[src/rtl/sc_equal_scan_ctrl_if.sv]
// Signal bundle between the upstream control FSM / stream source / comparator
// (master side) and the equality scan sequencer (slave side).
interface sc_equal_scan_ctrl_if #(
    parameter int NUMBER_DATAWIDTH = 8,
    parameter int COUNT_WIDTH      = 4
);
    logic                        SC_EQSCAN_start_In;
    logic [NUMBER_DATAWIDTH-1:0] SC_EQSCAN_target_InBUS;
    logic [COUNT_WIDTH-1:0]      SC_EQSCAN_len_InBUS;
    logic                        SC_EQSCAN_valid_In;
    logic [NUMBER_DATAWIDTH-1:0] SC_EQSCAN_data_InBUS;
    logic                        SC_EQSCAN_ready_Out;
    logic [NUMBER_DATAWIDTH-1:0] SC_EQSCAN_cmpA_OutBUS;
    logic [NUMBER_DATAWIDTH-1:0] SC_EQSCAN_cmpB_OutBUS;
    logic                        SC_EQSCAN_cmpNotEqual_In;
    logic                        SC_EQSCAN_busy_Out;
    logic                        SC_EQSCAN_done_Out;
    logic                        SC_EQSCAN_found_Out;
    logic [COUNT_WIDTH-1:0]      SC_EQSCAN_firstIdx_OutBUS;
    logic [COUNT_WIDTH-1:0]      SC_EQSCAN_matchCount_OutBUS;

    modport master (
        output SC_EQSCAN_start_In,
        output SC_EQSCAN_target_InBUS,
        output SC_EQSCAN_len_InBUS,
        output SC_EQSCAN_valid_In,
        output SC_EQSCAN_data_InBUS,
        output SC_EQSCAN_cmpNotEqual_In,
        input  SC_EQSCAN_ready_Out,
        input  SC_EQSCAN_cmpA_OutBUS,
        input  SC_EQSCAN_cmpB_OutBUS,
        input  SC_EQSCAN_busy_Out,
        input  SC_EQSCAN_done_Out,
        input  SC_EQSCAN_found_Out,
        input  SC_EQSCAN_firstIdx_OutBUS,
        input  SC_EQSCAN_matchCount_OutBUS
    );

    modport slave (
        input  SC_EQSCAN_start_In,
        input  SC_EQSCAN_target_InBUS,
        input  SC_EQSCAN_len_InBUS,
        input  SC_EQSCAN_valid_In,
        input  SC_EQSCAN_data_InBUS,
        input  SC_EQSCAN_cmpNotEqual_In,
        output SC_EQSCAN_ready_Out,
        output SC_EQSCAN_cmpA_OutBUS,
        output SC_EQSCAN_cmpB_OutBUS,
        output SC_EQSCAN_busy_Out,
        output SC_EQSCAN_done_Out,
        output SC_EQSCAN_found_Out,
        output SC_EQSCAN_firstIdx_OutBUS,
        output SC_EQSCAN_matchCount_OutBUS
    );
endinterface

[src/rtl/sc_equal_scan_ctrl.sv]
// Equality scan sequencer: streams words past a shared external comparator and
// tallies matches. Define SC_EQSCAN_STOP_ON_MATCH_EN to end the scan at the first match.
module sc_equal_scan_ctrl #(
    parameter int NUMBER_DATAWIDTH = 8,
    parameter int COUNT_WIDTH      = 4
) (
    input logic                 SC_EQSCAN_CLOCK_50,
    input logic                 SC_EQSCAN_RESET_InLow,
    sc_equal_scan_ctrl_if.slave bus
);

    typedef enum logic [1:0] {IDLE, SCAN, DRAIN, DONE} scanState_e;

    scanState_e state;
    scanState_e stateNext;

    logic [NUMBER_DATAWIDTH-1:0] targetReg;
    logic [NUMBER_DATAWIDTH-1:0] wordReg;
    logic [COUNT_WIDTH-1:0]      lenReg;
    logic [COUNT_WIDTH-1:0]      index;
    logic [COUNT_WIDTH-1:0]      pendTag;
    logic [COUNT_WIDTH-1:0]      firstIdx;
    logic [COUNT_WIDTH-1:0]      matchCount;
    logic                        pending;
    logic                        found;

    logic ready;
    logic accept;
    logic hit;
    logic firstHit;
    logic lastAccept;
    logic stopNow;

    // The comparator sees last cycle's accepted word, so its result belongs to pendTag.
    assign hit        = pending && !bus.SC_EQSCAN_cmpNotEqual_In;
    assign firstHit   = hit && !found;
    assign accept     = bus.SC_EQSCAN_valid_In && ready;
    assign lastAccept = accept && (index == lenReg - COUNT_WIDTH'(1));

`ifdef SC_EQSCAN_STOP_ON_MATCH_EN
    assign stopNow = (state == SCAN) && firstHit;
`else
    assign stopNow = 1'b0;
`endif

    assign ready = (state == SCAN) && !stopNow;

    always_ff @(posedge SC_EQSCAN_CLOCK_50 or negedge SC_EQSCAN_RESET_InLow) begin
        if (!SC_EQSCAN_RESET_InLow) begin
            state <= IDLE;
        end else begin
            state <= stateNext;
        end
    end

    always_comb begin
        stateNext = state;
        case (state)
            IDLE: begin
                if (bus.SC_EQSCAN_start_In) begin
                    stateNext = (bus.SC_EQSCAN_len_InBUS == '0) ? DONE : SCAN;
                end
            end
            SCAN: begin
                if (stopNow) begin
                    stateNext = DONE;
                end else if (lastAccept) begin
                    stateNext = DRAIN;
                end
            end
            DRAIN:   stateNext = DONE;
            DONE:    stateNext = IDLE;
            default: stateNext = IDLE;
        endcase
    end

    // Evaluation of word k and acceptance of word k+1 share a cycle for full throughput.
    always_ff @(posedge SC_EQSCAN_CLOCK_50 or negedge SC_EQSCAN_RESET_InLow) begin
        if (!SC_EQSCAN_RESET_InLow) begin
            targetReg  <= '0;
            wordReg    <= '0;
            lenReg     <= '0;
            index      <= '0;
            pendTag    <= '0;
            firstIdx   <= '0;
            matchCount <= '0;
            pending    <= 1'b0;
            found      <= 1'b0;
        end else begin
            case (state)
                IDLE: begin
                    if (bus.SC_EQSCAN_start_In) begin
                        targetReg  <= bus.SC_EQSCAN_target_InBUS;
                        lenReg     <= bus.SC_EQSCAN_len_InBUS;
                        found      <= 1'b0;
                        firstIdx   <= '0;
                        matchCount <= '0;
                        index      <= '0;
                        pending    <= 1'b0;
                    end
                end
                SCAN, DRAIN: begin
                    if (hit) begin
                        matchCount <= matchCount + COUNT_WIDTH'(1);
                        if (!found) begin
                            found    <= 1'b1;
                            firstIdx <= pendTag;
                        end
                    end
                    if (accept) begin
                        wordReg <= bus.SC_EQSCAN_data_InBUS;
                        pendTag <= index;
                        index   <= index + COUNT_WIDTH'(1);
                    end
                    pending <= accept;
                end
                default: begin
                end
            endcase
        end
    end

    assign bus.SC_EQSCAN_ready_Out         = ready;
    assign bus.SC_EQSCAN_cmpA_OutBUS       = targetReg;
    assign bus.SC_EQSCAN_cmpB_OutBUS       = wordReg;
    assign bus.SC_EQSCAN_busy_Out          = (state != IDLE);
    assign bus.SC_EQSCAN_done_Out          = (state == DONE);
    assign bus.SC_EQSCAN_found_Out         = found;
    assign bus.SC_EQSCAN_firstIdx_OutBUS   = firstIdx;
    assign bus.SC_EQSCAN_matchCount_OutBUS = matchCount;

endmodule

[src/flat_wrapper.sv]
// flat-port wrapper written by rule: the top's interface ports become plain ports
module sc_equal_scan_ctrl_flat 
#(
    parameter int NUMBER_DATAWIDTH = 8,
    parameter int COUNT_WIDTH      = 4
)
  (SC_EQSCAN_CLOCK_50, SC_EQSCAN_RESET_InLow, bus_SC_EQSCAN_start_In, bus_SC_EQSCAN_target_InBUS, bus_SC_EQSCAN_len_InBUS, bus_SC_EQSCAN_valid_In, bus_SC_EQSCAN_data_InBUS, bus_SC_EQSCAN_cmpNotEqual_In, bus_SC_EQSCAN_ready_Out, bus_SC_EQSCAN_cmpA_OutBUS, bus_SC_EQSCAN_cmpB_OutBUS, bus_SC_EQSCAN_busy_Out, bus_SC_EQSCAN_done_Out, bus_SC_EQSCAN_found_Out, bus_SC_EQSCAN_firstIdx_OutBUS, bus_SC_EQSCAN_matchCount_OutBUS);
  sc_equal_scan_ctrl_if #(.NUMBER_DATAWIDTH(NUMBER_DATAWIDTH), .COUNT_WIDTH(COUNT_WIDTH)) bus_i ();
  input logic SC_EQSCAN_CLOCK_50;
  input logic SC_EQSCAN_RESET_InLow;
  input wire logic [$bits(bus_i.SC_EQSCAN_start_In)-1:0] bus_SC_EQSCAN_start_In;
  input wire logic [$bits(bus_i.SC_EQSCAN_target_InBUS)-1:0] bus_SC_EQSCAN_target_InBUS;
  input wire logic [$bits(bus_i.SC_EQSCAN_len_InBUS)-1:0] bus_SC_EQSCAN_len_InBUS;
  input wire logic [$bits(bus_i.SC_EQSCAN_valid_In)-1:0] bus_SC_EQSCAN_valid_In;
  input wire logic [$bits(bus_i.SC_EQSCAN_data_InBUS)-1:0] bus_SC_EQSCAN_data_InBUS;
  input wire logic [$bits(bus_i.SC_EQSCAN_cmpNotEqual_In)-1:0] bus_SC_EQSCAN_cmpNotEqual_In;
  output wire logic [$bits(bus_i.SC_EQSCAN_ready_Out)-1:0] bus_SC_EQSCAN_ready_Out;
  output wire logic [$bits(bus_i.SC_EQSCAN_cmpA_OutBUS)-1:0] bus_SC_EQSCAN_cmpA_OutBUS;
  output wire logic [$bits(bus_i.SC_EQSCAN_cmpB_OutBUS)-1:0] bus_SC_EQSCAN_cmpB_OutBUS;
  output wire logic [$bits(bus_i.SC_EQSCAN_busy_Out)-1:0] bus_SC_EQSCAN_busy_Out;
  output wire logic [$bits(bus_i.SC_EQSCAN_done_Out)-1:0] bus_SC_EQSCAN_done_Out;
  output wire logic [$bits(bus_i.SC_EQSCAN_found_Out)-1:0] bus_SC_EQSCAN_found_Out;
  output wire logic [$bits(bus_i.SC_EQSCAN_firstIdx_OutBUS)-1:0] bus_SC_EQSCAN_firstIdx_OutBUS;
  output wire logic [$bits(bus_i.SC_EQSCAN_matchCount_OutBUS)-1:0] bus_SC_EQSCAN_matchCount_OutBUS;
  assign bus_i.SC_EQSCAN_start_In = bus_SC_EQSCAN_start_In;
  assign bus_i.SC_EQSCAN_target_InBUS = bus_SC_EQSCAN_target_InBUS;
  assign bus_i.SC_EQSCAN_len_InBUS = bus_SC_EQSCAN_len_InBUS;
  assign bus_i.SC_EQSCAN_valid_In = bus_SC_EQSCAN_valid_In;
  assign bus_i.SC_EQSCAN_data_InBUS = bus_SC_EQSCAN_data_InBUS;
  assign bus_i.SC_EQSCAN_cmpNotEqual_In = bus_SC_EQSCAN_cmpNotEqual_In;
  assign bus_SC_EQSCAN_ready_Out = bus_i.SC_EQSCAN_ready_Out;
  assign bus_SC_EQSCAN_cmpA_OutBUS = bus_i.SC_EQSCAN_cmpA_OutBUS;
  assign bus_SC_EQSCAN_cmpB_OutBUS = bus_i.SC_EQSCAN_cmpB_OutBUS;
  assign bus_SC_EQSCAN_busy_Out = bus_i.SC_EQSCAN_busy_Out;
  assign bus_SC_EQSCAN_done_Out = bus_i.SC_EQSCAN_done_Out;
  assign bus_SC_EQSCAN_found_Out = bus_i.SC_EQSCAN_found_Out;
  assign bus_SC_EQSCAN_firstIdx_OutBUS = bus_i.SC_EQSCAN_firstIdx_OutBUS;
  assign bus_SC_EQSCAN_matchCount_OutBUS = bus_i.SC_EQSCAN_matchCount_OutBUS;
  sc_equal_scan_ctrl #(.NUMBER_DATAWIDTH(NUMBER_DATAWIDTH), .COUNT_WIDTH(COUNT_WIDTH)) u_core (.SC_EQSCAN_CLOCK_50(SC_EQSCAN_CLOCK_50), .SC_EQSCAN_RESET_InLow(SC_EQSCAN_RESET_InLow), .bus(bus_i));
endmodule
[config.mk]
export PLATFORM = sky130hd
export DESIGN_NAME = sc_equal_scan_ctrl_flat
export DESIGN_NICKNAME = d
export VERILOG_FILES = /design/src/rtl/sc_equal_scan_ctrl_if.sv /design/src/rtl/sc_equal_scan_ctrl.sv /design/src/flat_wrapper.sv
export SDC_FILE = /design/constraint.sdc
export NUM_CORES = 1
export LEC_CHECK = 0
export CORE_ASPECT_RATIO = 0.9
export CORE_UTILIZATION = 48
export CTS_CLUSTER_DIAMETER = 120
export DETAILED_ROUTE_END_ITERATION = 10
export GPL_TIMING_DRIVEN = 0
export PLACE_DENSITY = 0.8
export SLEW_MARGIN = 30
export SYNTH_ARGS = -nofsm -noshare
export SYNTH_HDL_FRONTEND = slang
export SYNTH_SLANG_ARGS = --single-unit
[constraint.sdc]
create_clock -name SC_EQSCAN_CLOCK_50 -period 2.1 [get_ports SC_EQSCAN_CLOCK_50]
set_clock_uncertainty 0.05 [all_clocks]
set_input_delay 0.42 -clock SC_EQSCAN_CLOCK_50 [delete_from_list [all_inputs] [get_ports SC_EQSCAN_CLOCK_50]]
set_output_delay 0.42 -clock SC_EQSCAN_CLOCK_50 [all_outputs]
set_load 0.01 [all_outputs]
==> flow_summary_export.csv <==
group,metric,value,unit
outcome,outcome,"complete, no violations",
critical_path,r2r_start,"u_core.state[0]$_DFFE_PN0P_",
placed_design,place_congestion,0.733,
global_routing,grt_usage,20.0,%
yosys,muxShareOfSynthArea,16.2,%
yosys,synth_cell_types,40,
floorplanning,io_pins,53,
cts,htree_levels,2,
critical_path,critPathMaxFanout,5,
timing,slew_viol_final,0,
placed_design,io_buffers,52,
critical_path,setup.worst_path.start,"u_core.state[0]$_DFFE_PN0P_",
yosys,yosysWarnings,0,
cts,clkSinkCount,40,
global_routing,grt_antenna_before_repair,0,
floorplanning,rows,21,
timing,fin_setup_tns,0,ns
floorplanning,dieWidth,69,um
critical_path,critical_path_required,1.63,ns
yosys,yosysTopAreaCell,"dfrtp_1",
cts,clkTransAtPathRegs,0.08,ns
cts,clockBufferDepth,2,
floorplanning,die_h,62.3,um
yosys,ys_seq_elements,40,
final_layout,drive_above_1_share,14.3,%
yosys,synth_common_cells,"dfrtp_1 (40), nand2_1 (21), mux2_1 (17), ha_1 (8), o21ai_1 (8)",
floorplanning,coreArea,3780,sq um
yosys,synth_top_family_by_area,"multiplexers",
critical_path,worstRegToRegCells,6,
yosys,synthXorXnorAreaFrac,3.10,%
yosys,avgSynthCellArea,11.7,sq um
floorplanning,initial_core_util,51.3,%
power,power.density,1560,nW/um^2
power,static-leakage-power,1.19,nW
yosys,synth_compound_area_share,10.7,%
cts,cts_tree,"done",
timing,fmax,492,MHz
worst_hold_path,holdPathStages,1,
global_routing,overflow,0,
yosys,synth_ff_type,"dfrtp_1",
final_layout,num-fill-cells,274,
timing,slew-limit-headroom,68.4,%
timing,hold_violations,0,
critical_path,r2r_slack,0.20,ns
route,wire_per_inst,14.6,um
route,ant_nets,0,
yosys,syn_nets,199,
final_layout,fin_area,2720,sq um
final_layout,diodes,0,
route,num_vias,1469,
route,drc_errors,0,
yosys,synthAdderAreaFrac,5.16,%
critical_path,cp-endpoint,"bus_SC_EQSCAN_busy_Out",
critical_path,cp-start-kind,"flop",
timing,rsz0062_at_grt,"false",
yosys,async_flop_share,100,%
cts,cts-buffers-inserted,5,
yosys,synth-simple-area-share,10.3,%
yosys,netlist_instances,166,
timing,fin_crit_sh,96.9,%
final_layout,finalNetCount,262,
route,drtIter0Drc,62,
placed_design,placed_area,2530,sq um
yosys,synth_edf_count,0,
yosys,synthMostInstantiatedCell,"dfrtp_1",
timing,tightest_slew,0.474,ns
critical_path,cp-end-kind,"output port",
yosys,synthesis.area,1940,sq um
yosys,yosysSeqAreaShare,51.6,%
power,peakVddDrop,1.05,mV
route,firstDrtPassIters,4,
route,routed_via_density,5.32,
critical_path,cp_slowest_cell,"clkdlybuf4s50_1",
cts,clk_latency,0.29,ns
timing,min_period,2.03,ns
worst_hold_path,hold_path.class,"reg -> reg",
yosys,netlist_top_cells_area,"dfrtp_1 (52%), mux2_1 (9.9%), ha_1 (5.2%)",
critical_path,cp.arrival,1.56,ns
critical_path,cp_slowest_stage_delay,0.52,ns
global_routing,grt_pass1_wl,6.88,mm
critical_path,path_cells,"inv_2 -> ha_4 -> inv_1 -> clkdlybuf4s50_1",
global_routing,grt_pass1_vias,1557,
cts,cts_root_buf,"clkbuf_8",
route,routed_wl,4.04,mm
yosys,netlist.area_leader.share,51.6,%
timing,setup_viol,0,
placed_design,dpl.hpwl,2.92,mm
job,max_cap_violations,0,
final_layout,area_growth,40.3,%
floorplanning,dieArea,4300,sq um
critical_path,path_class,"reg -> out",
global_routing,grt_max_degree,31,
critical_path,crit-reg2reg-capture,"u_core.bus.SC_EQSCAN_cmpB_OutBUS[6]$_DFFE_PN0P_",
==> state kept, by name, summed over array words and instances (netlist names) <==
register	flops
u_core.pending	1
u_core.state	2
u_core.bus.SC_EQSCAN_found_Out	1
u_core.pendTag	4
u_core.index	4
u_core.bus.SC_EQSCAN_cmpB_OutBUS	8
u_core.lenReg	4
u_core.bus.SC_EQSCAN_cmpA_OutBUS	8
u_core.bus.SC_EQSCAN_firstIdx_OutBUS	4
u_core.bus.SC_EQSCAN_matchCount_OutBUS	4
==> per-layer routing <==
metal	vias to the layer above	track usage, %	wire (um)
li1	712	-	-
met1	709	24.0	1770
met2	43	34.5	2010
met3	5	5.36	201
met4	0	7.14	59
met5	-	0	0
==> power breakdown <==
part / total [W] / leakage (nW) / switching [W] / internal, W
sequential: 0.00137 / 0.503 / 0.000266 / 0.00111
combinational: 0.00218 / 0.627 / 0.00104 / 0.00114
clock: 0.000679 / 0.0645 / 0.000260 / 0.000419
==> cells by family after synthesis <==
logic type,count (synthesis)
multiplexers,28
flip-flops,40
adder cells (fa/ha/maj),8
buffers and inverters,12
XOR/XNOR,5
AO/OA/AOI/OAI,31
AND/OR/NAND/NOR,42
==> cell type report <==
class | instances | area (sq um) | area share [%]
multi-input cells | 114 | 915 | 33.6
inverters | 6 | 22.5 | 0.828
clock inverters | 1 | 30.0 | 1.10
well taps | 46 | 57.6 | 2.12
flip-flops and latches | 40 | 1000 | 36.8
repair buffers | 56 | 563 | 20.7
clock buffers | 7 | 96.3 | 3.54
plain buffers | 6 | 35.0 | 1.29
==> stage by stage <==
| step | hold WS [ns] | util (%) | total power [W] | cells | setup slack (ns) |
|---|---|---|---|---|---|
| floorplan | 0.0744 | - | 0.00260 | 166 | 0.262 |
| global placement | 0.424 | 66.5 | 0.00334 | 264 | -0.323 |
| detailed placement | 0.261 | 66.9 | 0.00346 | 265 | 0.0236 |
| CTS | 0.447 | 71.3 | 0.00422 | 276 | 0.00191 |
| global route | 0.467 | 71.9 | 0.00452 | 276 | 0.0143 |
| finish | 0.441 | 71.9 | 0.00424 | 276 | 0.0661 |
==> worst min-delay path by stage <==
stage	from	endpoint	slack [ns]
after CTS	u_core.bus.SC_EQSCAN_cmpB_OutBUS[2]$_DFFE_PN0P_	u_core.bus.SC_EQSCAN_cmpB_OutBUS[2]$_DFFE_PN0P_	0.45
after global placement	u_core.bus.SC_EQSCAN_cmpA_OutBUS[1]$_DFFE_PN0P_	u_core.bus.SC_EQSCAN_cmpA_OutBUS[1]$_DFFE_PN0P_	0.42
after global routing	u_core.bus.SC_EQSCAN_cmpA_OutBUS[6]$_DFFE_PN0P_	u_core.bus.SC_EQSCAN_cmpA_OutBUS[6]$_DFFE_PN0P_	0.47
final	u_core.bus.SC_EQSCAN_cmpB_OutBUS[2]$_DFFE_PN0P_	u_core.bus.SC_EQSCAN_cmpB_OutBUS[2]$_DFFE_PN0P_	0.44
after detailed placement	SC_EQSCAN_RESET_InLow	u_core.bus.SC_EQSCAN_matchCount_OutBUS[1]$_DFFE_PN0P_	0.26
after floorplan	SC_EQSCAN_RESET_InLow	u_core.bus.SC_EQSCAN_cmpA_OutBUS[0]$_DFFE_PN0P_	0.07
==> critical path, delay by kind of cell (launching register included) <==
| kind | cells | cell delay (ns) |
|---|---|---|
| DFF | 1 | 0.40 |
| adders and majority gates | 1 | 0.19 |
| buffers and inverters | 3 | 0.67 |
==> cell usage in the layout (no fill, tap or decap), types with 5 or more instances in the layout <==
cell type	netlist	routed
clkdlybuf4s50_1	0	50
mux2_2	7	7
buf_2	4	5
nand2_1	21	21
o21ai_0	5	5
ha_1	8	6
o21ai_1	8	8
dfrtp_1	40	40
clkbuf_8	0	7
mux2_1	17	17
==> timing repair <==
item	4_1_cts	5_1_grt
setup buffers	2	0
setup endpoints to repair	3	10
hold endpoints to repair	10	0
hold buffers	1	0
gates resized for setup	4	4
pin swaps	0	0
(Power assumes the default switching activity.)
